==> src/rtl/rca_accumulator_pkg.sv <==
// Shared definitions for the rca_accumulator burst adder.
// Adder width and FSM state encodings.
package rca_accumulator_pkg;

   localparam int RCA_WIDTH = 6;

   typedef enum logic [1:0] {
      ST_IDLE  = 2'd0,
      ST_ACCUM = 2'd1,
      ST_DONE  = 2'd2
   } state_t;

endpackage

==> src/rtl/rca_accumulator_rca.sv <==
// RippleCarryAdder: plain ripple-carry sum, no carry-out port.
// Carry chain stops at bit W-1, so the wrap is visible only as SUM < A.
module RippleCarryAdder
   import rca_accumulator_pkg::*;
#(
   parameter int W = RCA_WIDTH
) (
   input  logic [W-1:0] A,
   input  logic [W-1:0] B,
   output logic [W-1:0] SUM
);

   logic [W-1:0] c;

   assign c[0] = 1'b0;

   for (genvar i = 0; i < W; i++) begin : g_bit
      assign SUM[i] = A[i] ^ B[i] ^ c[i];
      if (i < W - 1) begin : g_cy
         assign c[i+1] = (A[i] & B[i]) | (c[i] & (A[i] ^ B[i]));
      end
   end

endmodule

==> src/rtl/rca_accumulator.sv <==
// Burst accumulator: sums NUM_OPS operands through RippleCarryAdder
// and returns the sum plus a sticky wrap flag on a valid/ready port.
module rca_accumulator
   import rca_accumulator_pkg::*;
#(
   parameter  int WIDTH   = RCA_WIDTH,
   parameter  int NUM_OPS = 4,
   localparam int CNT_W   = $clog2(NUM_OPS + 1)
) (
   input  logic             clk,
   input  logic             rst_n,
   input  logic             start,
   input  logic             in_valid,
   input  logic [WIDTH-1:0] in_data,
   output logic             in_ready,
   output logic             out_valid,
   output logic [WIDTH-1:0] out_sum,
   output logic             out_ovf,
   input  logic             out_ready,
   output logic             busy
);

   localparam logic [CNT_W-1:0] LAST = CNT_W'(NUM_OPS - 1);

   state_t           state;
   logic [WIDTH-1:0] acc;
   logic [WIDTH-1:0] sum_w;
   logic [CNT_W-1:0] cnt;
   logic             ovf_sticky;

   RippleCarryAdder #(
      .W(WIDTH)
   ) u_rca (
      .A  (acc),
      .B  (in_data),
      .SUM(sum_w)
   );

   always_ff @(posedge clk or negedge rst_n) begin
      if (!rst_n) begin
         state      <= ST_IDLE;
         acc        <= '0;
         cnt        <= '0;
         ovf_sticky <= 1'b0;
      end else begin
         case (state)
            ST_IDLE: begin
               if (start) begin
                  state      <= ST_ACCUM;
                  acc        <= '0;
                  cnt        <= '0;
                  ovf_sticky <= 1'b0;
               end
            end
            ST_ACCUM: begin
               if (in_valid) begin
                  acc        <= sum_w;
                  ovf_sticky <= ovf_sticky | (sum_w < acc);
                  cnt        <= cnt + CNT_W'(1);
                  if (cnt == LAST) state <= ST_DONE;
               end
            end
            ST_DONE: begin
               if (out_ready) state <= ST_IDLE;
            end
            default: state <= ST_IDLE;
         endcase
      end
   end

   // Handshake flags decode state only, never the peer's valid/ready.
   assign in_ready  = (state == ST_ACCUM);
   assign out_valid = (state == ST_DONE);
   assign busy      = in_ready | out_valid;
   assign out_sum   = out_valid ? acc : '0;
   assign out_ovf   = out_valid & ovf_sticky;

endmodule

==> config.mk <==
export PLATFORM = sky130hd
export DESIGN_NAME = rca_accumulator
export DESIGN_NICKNAME = d
export VERILOG_FILES = /design/src/rtl/rca_accumulator_pkg.sv /design/src/rtl/rca_accumulator_rca.sv /design/src/rtl/rca_accumulator.sv
export SDC_FILE = /design/constraint.sdc
export NUM_CORES = 1
export LEC_CHECK = 0
export ABC_AREA = 1
export BUFFER_PORTS_ARGS = -buffer_cell sky130_fd_sc_hd__clkbuf_2
export CORE_UTILIZATION = 56
export DETAILED_ROUTE_END_ITERATION = 6
export PLACE_DENSITY = 0.9
export SYNTH_ARGS = -nofsm -noshare
export SYNTH_HDL_FRONTEND = slang
export SYNTH_SLANG_ARGS = --single-unit
==> constraint.sdc <==
create_clock -name clk -period 6.89 [get_ports clk]
set_clock_uncertainty 0.15 [all_clocks]
set_input_delay 2.067 -clock clk [delete_from_list [all_inputs] [get_ports clk]]
set_output_delay 2.067 -clock clk [all_outputs]
set_load 0.01 [all_outputs]
* Yosys cells after proc, flatten, opt, wreduce, memory -nomap -nowiden
Index checks and enable logic that the tools add are counted.
** Storage, ports and cells
- Register bits after elaboration :: 12
- Word-level logic and storage cells :: 59
- Output and inout bits :: 10
** Cells by class
- Order comparisons :: 1
- Mux-type cells :: 15
- Bitwise gates (word level) :: 27
- Reductions and logical operators :: 4
- Add/sub/neg operators :: 1
- Equality and inequality tests :: 7
** Operators with widths (count)
- 6-bit 2-to-1 mux :: 3
- 6-bit case mux with 2 select lines :: 1
- 1-bit bitwise XOR :: 11
- 1-bit bitwise AND :: 10
- 2-bit 2-to-1 mux :: 4
- 6-bit < comparator :: 1
- 3-bit 2-to-1 mux :: 2
- 1-bit OR :: 6
- 2-bit case mux with 3 select lines :: 1
- 3-bit case mux with 2 select lines :: 1
- 2-bit by 1-bit != test with 1-bit output, second input constant :: 2
- 2-bit != test, second input constant :: 2
- 4-bit AND reduction :: 1
- 3-bit by 1-bit adder with 3-bit output, second input constant :: 1
- 3-bit by 2-bit == test with 1-bit output, second input constant :: 1
- 3-bit AND reduction :: 1
- 2-bit by 1-bit == test with 1-bit output, second input constant :: 1
- 2-bit == test, second input constant :: 1
- 2-bit logical NOT :: 1
- 1-bit 2-to-1 mux :: 2
- 1-bit case mux with 2 select lines :: 1
- 2-bit nonzero test :: 1

* Longest topological paths before layout
Gate-level depths: netlist (run 1).
- Depth in word-level cells :: 14
- Mapped depth :: 17
- Mapped depth without buffers :: 17

* By module
A second synthesis (run 1) with hierarchy kept.
** Second synthesis, totals
- Cell total of the unflattened synthesis :: 123
- Area total of the unflattened synthesis :: 925.9 µm²
** Modules (own cells, without submodules)
- rca_accumulator :: cells each 103, area each 774.5 µm², sequential area each 300.3 µm², times used 1
- RippleCarryAdder :: cells each 20, area each 151.4 µm², sequential area each 0.0 µm², times used 1

* Least setup slack after synthesis (run 1)
OpenSTA, ideal clock, no wires.
- Path kind :: in2reg
- Start point :: input port in_data[0]
- End point :: register ovf_sticky
- Setup time :: 73 ps
- Arrival time :: 4581 ps
- Data required time :: 6667 ps
- Slack :: 2086 ps
- Stages :: 16
- Cell sequence :: ha_1 -> inv_1 -> fa_1 -> fa_1 -> inv_1 -> fa_1 -> inv_1 -> fa_1 -> xor2_1 -> nand2_1 -> nand2_1 -> ha_1 -> a21o_1 -> nor2_1 -> nand2_1 -> a21oi_2
** Between the ends
- Word-level cells in the longest chain between the ends :: 14
- Elaborated cells between the ends (all ways) :: 19
** Ends and longest elaborated chain
- from (decl) :: line rca_accumulator.sv:14 : input logic [WIDTH-1:0] in_data,
- 1-bit bitwise AND (2 in series) :: line rca_accumulator_rca.sv:20 : assign c[i+1] = (A[i] & B[i]) | (c[i] & (A[i] ^ B[i]));
- 1-bit OR :: line rca_accumulator_rca.sv:20
- 1-bit bitwise AND :: line rca_accumulator_rca.sv:20
- 1-bit OR :: line rca_accumulator_rca.sv:20
- 1-bit bitwise AND :: line rca_accumulator_rca.sv:20
- 1-bit OR :: line rca_accumulator_rca.sv:20
- 1-bit bitwise AND :: line rca_accumulator_rca.sv:20
- 1-bit OR :: line rca_accumulator_rca.sv:20
- 1-bit bitwise XOR :: line rca_accumulator_rca.sv:18 : assign SUM[i] = A[i] ^ B[i] ^ c[i];
- 6-bit < comparator (*) :: line rca_accumulator.sv:58 : ovf_sticky <= ovf_sticky | (sum_w < acc);
- 1-bit OR (*) :: line rca_accumulator.sv:58
- 1-bit 2-to-1 mux (*) :: line rca_accumulator.sv:56 : if (in_valid) begin
- 1-bit case mux with 2 select lines (*) :: line rca_accumulator.sv:46 : case (state)
- to (signal assigned) :: line rca_accumulator.sv:58
- to (decl) :: line rca_accumulator.sv:29 : logic ovf_sticky;
Every way passes the cells marked *; elsewhere a longest branch is shown, timed or not. The select of a mux whose other input is x is not followed.
A chain may end at the register's enable or synchronous reset.

* Worst setup path in the final report (run 1)
Same ends and word-level chain as after synthesis.

==> flow_metrics.py, run 1 <==
metrics = {
    "timing": {
        "setup_viol": 0,
        "final_hold_viol_count": 0,
        "slew_violations": 0,
        "rsz0062_at_grt": "no",
        "whs_ns": 0.351,
        "setup_ws_ns": 2.07,
        "slew_headroom_pct": 76.9,
        "min_period_ns": 4.82,
        "worst_slew_pin_slew_ns": 0.346,
        "post-route-period-util_pct": 70.0,
        "fmax_mhz": 207,
        "setup_tns_ns": 0,
    },
    "route": {
        "drc": 0,
        "avgRoutedWirePerCell_um": 11.2,
        "num_vias": 741,
        "drt_wl_total_um": 1680,
        "drt_first_pass_iters": 4,
        "viasPerCell": 4.94,
        "drt_iter0_drc": 21,
        "antenna_left": 0,
    },
    "placement": {
        "gp_congestion": 0.811,
        "pre_cts_slack_ns": 1.78,
        "dp_cells": 147,
        "io_buffers": 20,
        "hpwl_um": 1370,
    },
    "min_path": {
        "hold_path_class": "reg2reg",
        "holdPathStages": 2,
    },
    "synth": {
        "ys_async_sr_fraction_pct": 100,
        "yosys_warnings": 0,
        "netlist_top_cells_area": "dfrtp_1, ha_1, inv_1, nand2_1, fa_1",
        "netlist.area_leader.share_pct": 33.7,
        "ys.flop_type": "dfrtp_1",
        "synth_top_cell_by_area": "dfrtp_1",
        "netlist_instances": 112,
        "synth_edf_count": 0,
        "ys_ff_latch": 12,
        "postSynthAreaPerCell_um2": 7.97,
        "ys_seq_area_share_pct": 33.7,
        "synth_cell_types": 19,
        "syn-num-nets": 138,
        "synth_area_um2": 892,
    },
    "die": {
        "rows": 14,
        "die_width_um": 41.9,
        "dieArea_um2": 1760,
        "io-pin-count": 21,
        "die_y_um": 41.9,
        "core_um2": 1490,
        "initial_core_util_pct": 59.9,
    },
    "clocking": {
        "cts_tree": "done",
        "clock_latency_ns": 0.27,
        "holdBufCountCts": 0,
        "post_cts_resized": 0,
        "cts_buffers": 3,
        "cts.path.max_buffers": 2,
        "cts.sinks": 12,
        "htree_levels": 1,
        "root_buffer": "clkbuf_4",
        "cts_setup_buffers": 0,
        "clk_pin_slew_ns": 0.07,
    },
    "final_layout": {
        "fillers": 123,
        "regArea_um2": 300,
        "drive_above_1_share_pct": 22.4,
        "antenna_cells": 0,
        "nets": 162,
        "syn2layout_area_growth_pct": 15.1,
        "final_cells": 150,
        "final_core_util_pct": 69.0,
        "multi_input_area_um2": 457,
    },
    "setup_path": {
        "critPathCaptureType": "register",
        "path_class": "in2reg",
        "setup.worst_path.end": "ovf_sticky$_DFFE_PN0P_",
        "worstPathRequired_ns": 6.94,
        "crit_start": "in_data[0]",
        "rr_worst_depth": 16,
        "startpoint_type": "primary input",
        "r2r-end": "ovf_sticky$_DFFE_PN0P_",
        "cp_max_fo": 2,
        "arrival_ns": 4.87,
        "r2r_start": "acc[0]$_DFFE_PN0P_",
        "reg2reg_slack_ns": 3.56,
    },
    "power": {
        "p_leak_nw": 0.650,
        "power_density_nw_per_um2": 412,
        "vdd_ir_drop_max_mv": 0.229,
    },
    "grt": {
        "track_usage_pct": 22.3,
        "grt_overflow": 0,
        "first_global_vias": 724,
        "antenna_found_initial": 0,
        "grt_pass1_wl_um": 2950,
        "grt_max_degree": 13,
    },
    "run": {
        "drv_cap": 0,
    },
    "run_status": {
        "status": "finished clean",
    },
}
==> power breakdown <==
group / total, mW / switching (mW) / internal (mW)
Sequential: 0.114 / 0.0158 / 0.0981
Clock: 0.0426 / 0.0224 / 0.0202
Combinational: 0.266 / 0.163 / 0.103
==> layout by cell type (no fill, tap or decap), types with 2 or more instances in the layout <==
cell type | netlist | routed
inv_1 | 31 | 31
nand2_1 | 29 | 29
clkbuf_2 | 0 | 20
dfrtp_1 | 12 | 12
ha_1 | 11 | 11
o22ai_1 | 5 | 5
fa_1 | 4 | 4
inv_2 | 3 | 3
o21ai_0 | 3 | 3
clkbuf_4 | 0 | 3
nand2_2 | 2 | 2
nor2_1 | 2 | 2
o21ai_1 | 2 | 2
==> per-stage QoR <==
step / area (um^2) / total power [mW]
after global routing: 1030 / 0.469
after global placement: 1000 / 0.365
after floorplan: 892 / 0.315
after CTS: 1030 / 0.425
after detailed placement: 1000 / 0.382
final: 1030 / 0.423
==> flip-flops by register name, summed over array words and instances (netlist names) <==
name	flops
acc	6
cnt	3
state	2
ovf_sticky	1
==> critical path, stage by stage <==
cell      delay, ns
clkbuf_2       0.08
ha_1           0.16
inv_1          0.06
fa_1           0.39
fa_1           0.37
inv_1          0.07
fa_1           0.15
inv_1          0.05
fa_1           0.41
xor2_1         0.16
nand2_1        0.08
nand2_1        0.07
ha_1           0.30
a21o_1         0.18
nor2_1         0.09
nand2_1        0.07
a21oi_2        0.11
==> cell usage after synthesis (2+ instances only) <==
cell / count
nand2_2: 2
o22ai_1: 5
o21ai_1: 2
o21ai_0: 3
ha_1: 11
nand2_1: 29
fa_1: 4
inv_1: 31
inv_2: 3
dfrtp_1: 12
nor2_1: 2
==> worst min path at each step <==
stage	start	endpoint	slack (ns)
after floorplan	cnt[1]$_DFFE_PN0P_	cnt[1]$_DFFE_PN0P_	0.30
after global placement	cnt[1]$_DFFE_PN0P_	cnt[1]$_DFFE_PN0P_	0.32
after detailed placement	cnt[1]$_DFFE_PN0P_	cnt[1]$_DFFE_PN0P_	0.33
after CTS	cnt[1]$_DFFE_PN0P_	cnt[1]$_DFFE_PN0P_	0.35
after global routing	cnt[0]$_DFFE_PN0P_	cnt[0]$_DFFE_PN0P_	0.38
final	cnt[1]$_DFFE_PN0P_	cnt[1]$_DFFE_PN0P_	0.35
==> routing by layer <==
layer	vias to the layer above	routed length [um]	track usage (%)	part of all wire, %
met2	21	843	38.1	50
met4	0	25	11.0	1.5
met3	4	51	4.35	3.0
met5	-	0	0	0
li1	377	-	-	-
met1	339	763	26.6	45
==> final cells by class <==
| cell class | instances | share of cell area [%] |
|---|---|---|
| Clock buffer | 3 | 2.19 |
| Inverter | 34 | 12.4 |
| Multi-Input combinational cell | 65 | 44.5 |
| Sequential cell | 12 | 29.2 |
| Tap cell | 16 | 1.95 |
| Timing Repair Buffer | 20 | 9.74 |
==> cell families (layout without fill, tap and decap cells) <==
family	count (synthesis)	in the layout	synth area share (%)
AO/OA/AOI/OAI	13	13	8.70
XOR/XNOR	2	2	1.96
adder cells (fa/ha/maj)	15	15	24.4
flip-flops	12	12	33.7
buffers and inverters	35	57	15.1
AND/OR/NAND/NOR	35	35	16.1
Note: power is estimated with default switching activity, not from simulation.
==> run 2: changes to the inputs <==
--- a/config.mk
+++ b/config.mk
@@ -5,11 +5,11 @@
 export SDC_FILE = /design/constraint.sdc
 export NUM_CORES = 1
 export LEC_CHECK = 0
-export ABC_AREA = 1
+export ABC_AREA = 0
 export BUFFER_PORTS_ARGS = -buffer_cell sky130_fd_sc_hd__clkbuf_2
-export CORE_UTILIZATION = 56
+export CORE_UTILIZATION = 48
 export DETAILED_ROUTE_END_ITERATION = 6
-export PLACE_DENSITY = 0.9
+export PLACE_DENSITY = 0.81
 export SYNTH_ARGS = -nofsm -noshare
 export SYNTH_HDL_FRONTEND = slang
 export SYNTH_SLANG_ARGS = --single-unit
==> constraint.sdc (replaced) <==
create_clock -name clk -period 4.08 [get_ports clk]
set_clock_uncertainty 0.15 [all_clocks]
set_input_delay 1.224 -clock clk [delete_from_list [all_inputs] [get_ports clk]]
set_output_delay 1.224 -clock clk [all_outputs]
set_load 0.01 [all_outputs]
==> run 2 against run 1 <==
Clock power up 71%. Synthesized area up 14%. Hold slack better by 0.032 ns. Critical path depth down 3. Final area up 17%. Sequential power up 76%. Combinational power up 110%. Largest cell class unchanged. Clock-buffer cell count unchanged. Via count up 26%.
==> flow_metrics.py, run 2 <==
metrics = {
    "grt": {
        "antenna_found_initial": 0,
        "grt_overflow": 0,
        "grt_max_degree": 17,
        "first_global_vias": 845,
        "track_usage_pct": 23.8,
        "grt_pass1_wl_um": 3810,
    },
    "route": {
        "num_vias": 931,
        "drt_first_pass_iters": 4,
        "avgRoutedWirePerCell_um": 14.3,
        "viasPerCell": 5.61,
        "drt_wl_total_um": 2370,
        "antenna_left": 0,
        "drt_iter0_drc": 30,
        "drc": 0,
    },
    "placement": {
        "io_buffers": 20,
        "dp_cells": 163,
        "hpwl_um": 1770,
        "gp_congestion": 0.857,
    },
    "synth": {
        "synth_edf_count": 0,
        "yosys_warnings": 0,
        "synthSimpleGateAreaFrac_pct": 14.7,
        "ys_async_sr_fraction_pct": 100,
        "netlist.area_leader.share_pct": 29.4,
        "post_synth_xor_area_fraction_pct": 1.72,
        "postSynthAreaPerCell_um2": 8.58,
        "synth_compound_area_share_pct": 21.4,
        "ys_ff_latch": 12,
        "synth_most_common_cell": "inv_1",
        "syn-num-nets": 145,
        "synth_commonest_cells": "inv_1, nor2_1, dfrtp_1, ha_1, o21ai_0",
        "synth-adder-area-share_pct": 21.3,
        "netlist_top_cells_area": "dfrtp_1, ha_1, inv_1, fa_1, nor2_1",
        "synth_top_cell_by_area": "dfrtp_1",
        "ys.flop_type": "dfrtp_1",
        "netlist_instances": 119,
        "synth_top_family_by_area": "compound AO/OA/AOI/OAI gates",
        "synth_cell_types": 34,
        "ys_seq_area_share_pct": 29.4,
        "synth_area_um2": 1020,
        "synth.area.mux_share_pct": 2.08,
    },
    "timing": {
        "fmax_mhz": 253,
        "slew_violations": 0,
        "worst_slew_pin_slew_ns": 0.567,
        "post-route-period-util_pct": 96.8,
        "setup_viol": 0,
        "slew_headroom_pct": 62.2,
        "final_hold_viol_count": 0,
        "min_period_ns": 3.95,
    },
    "final_layout": {
        "antenna_cells": 0,
        "drive_above_1_share_pct": 23.0,
        "largest_reg_flops": 6,
        "nets": 167,
        "top_regs": "acc x6, cnt x3, state x2",
        "syn2layout_area_growth_pct": 17.4,
        "layout_commonest_cell": "inv_1",
        "top_register": "acc",
        "final_cell_mix": "inv_1, clkbuf_2, nor2_1",
        "final_cells": 166,
        "fillers": 179,
    },
    "setup_path": {
        "worstPathRequired_ns": 4.14,
        "arrival_ns": 4.01,
        "startpoint_type": "primary input",
        "cp_max_fo": 3,
        "path_class": "in2reg",
        "critPathCaptureType": "register",
    },
    "die": {
        "io-pin-count": 21,
        "rows": 16,
        "dieArea_um2": 2320,
        "die_width_um": 48.1,
        "core_um2": 1980,
        "die_y_um": 48.1,
        "initial_core_util_pct": 51.5,
    },
    "clocking": {
        "root_buffer": "clkbuf_4",
        "cts.sinks": 12,
        "clock_latency_ns": 0.27,
        "cts.path.max_buffers": 2,
        "htree_levels": 1,
        "cts_tree": "done",
        "clk_pin_slew_ns": 0.07,
        "holdBufCountCts": 0,
        "cts_buffers": 3,
    },
    "run_status": {
        "status": "finished clean",
    },
    "power": {
        "vdd_ir_drop_max_mv": 0.432,
        "power_density_nw_per_um2": 694,
        "power_mw": 0.832,
        "p_leak_nw": 0.590,
    },
    "min_path": {
        "hold_path_class": "reg2reg",
    },
    "run": {
        "drv_cap": 0,
    },
}
## run 2: power by group
part / leakage, nW / internal (mW) / switching [mW]
sequential: 0.156 / 0.166 / 0.0353
clock: 0.0138 / 0.0342 / 0.0387
combinational: 0.420 / 0.229 / 0.328
## run 2: metrics by stage
step | hold slack [ns] | util [%] | instance area, um^2 | worst slack, ns | setup TNS, ns
5_1_grt | 0.401 | 60.5 | 1200 | -0.00504 | -0.00504
3_5_place_dp | 0.360 | 58.1 | 1150 | -0.265 | -0.265
6_report | 0.382 | 60.5 | 1200 | 0.131 | 0
2_1_floorplan | 0.329 | - | 1030 | 0.0452 | 0
4_1_cts | 0.379 | 59.3 | 1170 | 0.0229 | 0
3_3_place_gp | 0.353 | 58.1 | 1150 | -0.113 | -0.113
## run 2: path summary, 6_finish.rpt
kind / startpoint / endpoint / slack (ns) / cells past startpoint
max: in_data[0] / ovf_sticky$_DFFE_PN0P_ / 0.13 / 14
min: cnt[2]$_DFFE_PN0P_ / cnt[2]$_DFFE_PN0P_ / 0.38 / 1
max reg2reg: acc[0]$_DFFE_PN0P_ / ovf_sticky$_DFFE_PN0P_ / 0.77 / 13
min reg2reg: cnt[2]$_DFFE_PN0P_ / cnt[2]$_DFFE_PN0P_ / 0.38 / 1
max in group asynchronous: rst_n / cnt[1]$_DFFE_PN0P_ / 2.87 / 1
min in group asynchronous: rst_n / cnt[0]$_DFFE_PN0P_ / 0.68 / 1
## run 2: metal layers
| layer | wire length (um) | track usage (%) | share of wire [%] |
|---|---|---|---|
| met1 | 1030 | 32.4 | 44 |
| met2 | 1170 | 39.2 | 50 |
| met3 | 148 | 5.56 | 6.3 |
| met4 | 9 | 4.44 | 0.38 |
| met5 | 0 | 0 | 0 |
## run 2: cell families (layout without fill, tap and decap cells)
family / Yosys count / count (layout)
buffers and inverters: 25 / 45
AO/OA/AOI/OAI: 32 / 32
XOR/XNOR: 2 / 2
multiplexers: 2 / 2
adder cells (fa/ha/maj): 15 / 15
AND/OR/NAND/NOR: 31 / 31
flip-flops: 12 / 12
## run 2: what timing repair did
item,CTS,global route
endpoints found under the setup margin,0,1
setup buffers,0,0
gates resized for setup,0,4
## run 2: worst max-delay path, stage by stage
cell	delay [ns]
clkbuf_2	0.08
ha_1	0.14
inv_1	0.06
fa_2	0.35
fa_2	0.34
inv_1	0.07
fa_1	0.16
inv_1	0.05
fa_2	0.37
xor2_4	0.18
xnor2_2	0.14
ha_1	0.30
a2111o_1	0.42
a21oi_2	0.11
## run 2: cell type report
cell class	instances	area (um^2)	area share (%)
Clock buffer	3	22.5	1.88
Inverter	22	82.6	6.89
Multi-Input combinational cell	82	659	55.0
Sequential cell	12	300	25.1
Tap cell	27	33.8	2.82
Timing Repair Buffer	20	100	8.35
